File: config.mk
export PLATFORM = sky130hd
export DESIGN_NAME = hs32_fetch
export DESIGN_NICKNAME = d
export VERILOG_FILES = /design/src/rtl/hs32_fetch.sv
export SDC_FILE = /design/constraint.sdc
export NUM_CORES = 1
export LEC_CHECK = 0
export ABC_CLOCK_PERIOD_IN_PS = 2900
export CORE_ASPECT_RATIO = 1.75
export CORE_MARGIN = 5
export CORE_UTILIZATION = 53
export DETAILED_ROUTE_END_ITERATION = 12
export GPL_TIMING_DRIVEN = 0
export HOLD_SLACK_MARGIN = 0.05
export PLACE_DENSITY = 0.81
export RECOVER_POWER = 100
export SLEW_MARGIN = 15
export SYNTH_ARGS = -nofsm -noshare
export SYNTH_HDL_FRONTEND = slang
export SYNTH_SLANG_ARGS = --single-unit
File: constraint.sdc
create_clock -name clk -period 2.9 [get_ports clk]
set_clock_uncertainty 0.15 [all_clocks]
set_input_delay 0.435 -clock clk [delete_from_list [all_inputs] [get_ports clk]]
set_output_delay 0.435 -clock clk [all_outputs]
set_load 0.01 [all_outputs]
File: src/rtl/hs32_fetch.sv
// hs32_fetch: HS32 instruction fetch unit with prefetch FIFO and flush redirect
// Ports: clk, reset (async active-low); flush/newpc redirect from exec;
// reqd/rdyd/instd/pcd decode instruction interface; reqm/rdym/addr/dtrm memory read port.
module hs32_fetch #(
  parameter int          DEPTH    = 2,
  parameter logic [31:0] RESET_PC = 32'h0000_0000
) (
  input  logic        clk,
  input  logic        reset,
  input  logic        flush,
  input  logic [31:0] newpc,
  input  logic        reqd,
  output logic        rdyd,
  output logic [31:0] instd,
  output logic [31:0] pcd,
  output logic        reqm,
  input  logic        rdym,
  output logic [31:0] addr,
  input  logic [31:0] dtrm
);
  localparam int AW = $clog2(DEPTH);
  localparam logic [AW:0] FULL = (AW+1)'(DEPTH);
  typedef enum logic [1:0] {IDLE, REQ, DISCARD} state_t;
  state_t state, state_n;
  logic [31:0] fpc, fpc_n, tgt, ftgt;
  logic [31:0] pcs [DEPTH];
  logic [31:0] insts [DEPTH];
  logic [AW-1:0] rp, wp;
  logic [AW:0] occ, occ_n;
  logic push, pop, load;
  assign rdyd  = occ != '0;
  assign instd = insts[rp];
  assign pcd   = pcs[rp];
  assign reqm  = state != IDLE;
  assign addr  = fpc;
  // occ_n includes the in-flight request, so staying in REQ only when it is
  // below DEPTH guarantees room for whatever completes next
  always_comb begin
    ftgt    = {newpc[31:2], 2'b00};
    pop     = reqd && rdyd && !flush;
    push    = state == REQ && rdym && !flush;
    occ_n   = flush ? '0 : occ + {{AW{1'b0}}, push} - {{AW{1'b0}}, pop};
    load    = flush ? (state == IDLE || rdym) : (state == DISCARD && rdym);
    fpc_n   = load ? (flush ? ftgt : tgt) : push ? fpc + 32'd4 : fpc;
    state_n = load ? REQ
            : (state == REQ && flush) ? DISCARD
            : state == DISCARD ? DISCARD
            : occ_n < FULL ? REQ : IDLE;
  end
  always_ff @(posedge clk or negedge reset) begin
    if (!reset) begin
      state <= IDLE;
      fpc   <= RESET_PC;
      tgt   <= RESET_PC;
      occ   <= '0;
      rp    <= '0;
      wp    <= '0;
      for (int i = 0; i < DEPTH; i++) begin
        pcs[i]   <= '0;
        insts[i] <= '0;
      end
    end else begin
      state <= state_n;
      fpc   <= fpc_n;
      occ   <= occ_n;
      if (flush) begin
        tgt <= ftgt;
        rp  <= '0;
        wp  <= '0;
      end else begin
        if (push) begin
          pcs[wp]   <= fpc;
          insts[wp] <= dtrm;
          wp        <= wp + AW'(1);
        end
        if (pop) rp <= rp + AW'(1);
      end
    end
  end
endmodule

==> out/metrics.cfg <==
[run_status]
status=completed

[timing]
slew_headroom_pct=25.2
fin_ws_ns=0.0884
min_period_over_period_pct=97.0
hold_viol=0
period_needed_ns=2.81
tns_ns=0
slew_violations=0
rsz0062_at_grt=no
max_slew.worst_pin.slew_ns=1.11
setup_viol=0
max_freq_mhz=356

[logic_synthesis]
synth_seq_cells=198
ys.warnings.count=0
synthTopCellsByArea=dfrtp_1, mux2_2, mux2_1, nand2_1, buf_6
yosysTopAreaCellShare_pct=54.8
synth-edff-count=0
syn_nets=735
yosysMostFrequentCell=dfrtp_1
async_flop_share_pct=100
synthesis.area_sq_mm=0.00903
synth_area_per_cell_sq_um=13.6
ys_types=59
synth_flop_cell=dfrtp_1
synth_commonest_cells=dfrtp_1, mux2_2, nand2_1
yosysTopAreaCell=dfrtp_1
yosysSeqAreaShare_pct=54.8
syn-instance-count=663

[grt]
gr-total-overflow=0
grt_pass1_wl_um=36100
antenna_found_initial=2
track_usage_pct=23.5
grt_max_degree=113
grt_pass1_vias=6865

[drt]
drc_errors=0
vias=6222
first_pass_iters=5
wl_um=22400
ant_nets=0
viasPerCell=5.72
routedWlPerCell_um=20.6
drtIter0Drc=328

[floorplan]
dieHeight_um=183
ios=167
fp.coreArea_sq_mm=0.0169
die_area_sq_mm=0.0199
rows=63
die_width_um=109
start_util_pct=53.6

[setup_path]
crit_path_end_kind=primary output
worst-setup-path-type=flip-flop to primary output
path_max_fanout=10
cp_data_required_time_ns=2.32
cp.arrival_ns=2.23
critPathLaunchType=flip-flop

[power_and_ir_drop]
power_density_mw_per_mm2=936
peakVddDrop_uv=522
p_int_mw=7.30
power_frac_clock_pct=20.6
p_total_mw=10.7
p_comb_share_pct=37.6
p_sw_mw=3.45
leakagePower_nw=4.89
seqPwrFrac_pct=41.8
switching_share_pct=32.1

[clock_tree]
htreeDepth=4
path_clk_slew_ns=0.07
cts_buffer_depth=2
cts_tree=built
postCtsSetupBuffers=0
cts_buffers=17
cts.sinks=198
clk_latency_ns=0.42
cts_root_buf=clkbuf_16

[layout]
fill_cells=1274
final_layout_size_suffix_gt1_share_pct=27.0
layout.nets=919
multi_input_area_sq_mm=0.00375
synthToLayoutAreaGrowth_pct=27.1
area.sequential_sq_mm=0.00495

[flow_run]
maxCapViolations=0

[min_path]
hp-class=flip-flop to flip-flop

[place]
pre_cts_slack_ns=-0.245
io_buffers=163
gp_congestion=0.872
place_hpwl_um=16500

==> cells in the final DEF, fill, tap and decap left out, drive strengths merged, types with 2 or more instances in the layout <==
cell,netlist,routed
a21oi,8,8
a221o,6,6
a22oi,9,9
a31oi,5,5
and2,2,2
and3,6,6
buf,28,19
clkbuf,15,44
clkdlybuf4s50,0,123
clkinv,0,7
clkinvlp,0,2
dfrtp,198,198
diode,0,2
dlygate4sd3,0,40
ha,3,3
inv,5,9
mux2,222,222
mux2i,2,2
nand2,41,41
nand3,17,17
nand4,11,11
nor2,14,14
nor2b,4,4
nor3,4,4
nor4,4,4
o211ai,3,3
o21ai,22,22
o311ai,12,12
xor2,7,7
==> cell families after synthesis <==
kind of cell	share of synthesized area (%)
muxes	27.9
DFF	54.8
and+or+nand+nor	6.97
AOI/OAI and AO/OA	5.71
buffers and inverters	3.41
xor gates and xnor gates	0.776
adders and majority gates	0.415
==> routing by layer <==
layer,wire length [um],track usage (%),vias up
met4,702,9.76,0
met3,1240,4.46,53
li1,-,-,2785
met1,8070,27.2,3152
met5,0,0,-
met2,12400,42.0,232
==> state kept, by name, summed over array words and instances, names as in the netlist <==
name	count
state	2
rp	1
insts	64
tgt	32
pcs	64
addr	32
occ	2
wp	1
==> power groups by stage <==
stage | Combinational (mW) | Sequential [mW] | Clock [mW]
2_1_floorplan | 2.24 | 4.36 | 0
3_3_place_gp | 4.05 | 4.44 | 0
3_5_place_dp | 4.18 | 4.55 | 0
4_1_cts | 4.22 | 4.50 | 2.26
5_1_grt | 4.35 | 4.63 | 2.39
6_report | 4.04 | 4.49 | 2.22
==> final timing paths <==
path                       startpoint   endpoint  slack (ns)  cells past startpoint
hold reg to reg               tgt[13]    tgt[13]        0.34                      1
min in group asynchronous       reset  insts[20]        0.44                      2
setup / recovery                   rp     pcd[1]        0.09                      4
max in group asynchronous       reset    pcs[51]        0.75                      3
setup reg to reg             state[1]    pcs[41]        0.13                      5
hold / removal                tgt[13]    tgt[13]        0.34                      1
==> worst max-delay path, cell delays in order (launching register included) <==
cell and delay [ns]:
dfrtp_1 0.35, clkbuf_4 0.25, clkbuf_2 0.32, mux2_2 0.37, clkdlybuf4s50_1 0.51
==> stage by stage <==
| step | cells | instance area (sq um) | utilization, % | hold slack [ns] |
|---|---|---|---|---|
| final | 1088 | 11500 | 68.1 | 0.337 |
| after global routing | 1088 | 11500 | 68.1 | 0.356 |
| after CTS | 1086 | 11600 | 68.6 | 0.347 |
| after detailed placement | 1054 | 11000 | 65.1 | 0.323 |
| after global placement | 1053 | 11000 | 64.9 | 0.311 |
| after floorplan | 663 | 9030 | - | -0.0106 |
==> cell type report <==
cell class | instances | area share (%)
Inverter | 5 | 0.163
Clock inverter | 13 | 1.05
Buffer | 43 | 2.19
Tap cell | 227 | 2.47
Clock buffer | 18 | 3.83
Antenna cell | 2 | 0.0436
Sequential cell | 198 | 43.2
Multi-Input combinational cell | 417 | 32.7
Timing Repair Buffer | 165 | 14.4
==> what timing repair did <==
item,in CTS,in global routing
resized for setup,11,2
endpoints found under the setup margin,50,31
hold buffers,1,0
hold endpoints to repair,86,0
Note: power is estimated with default switching activity, not from simulation.
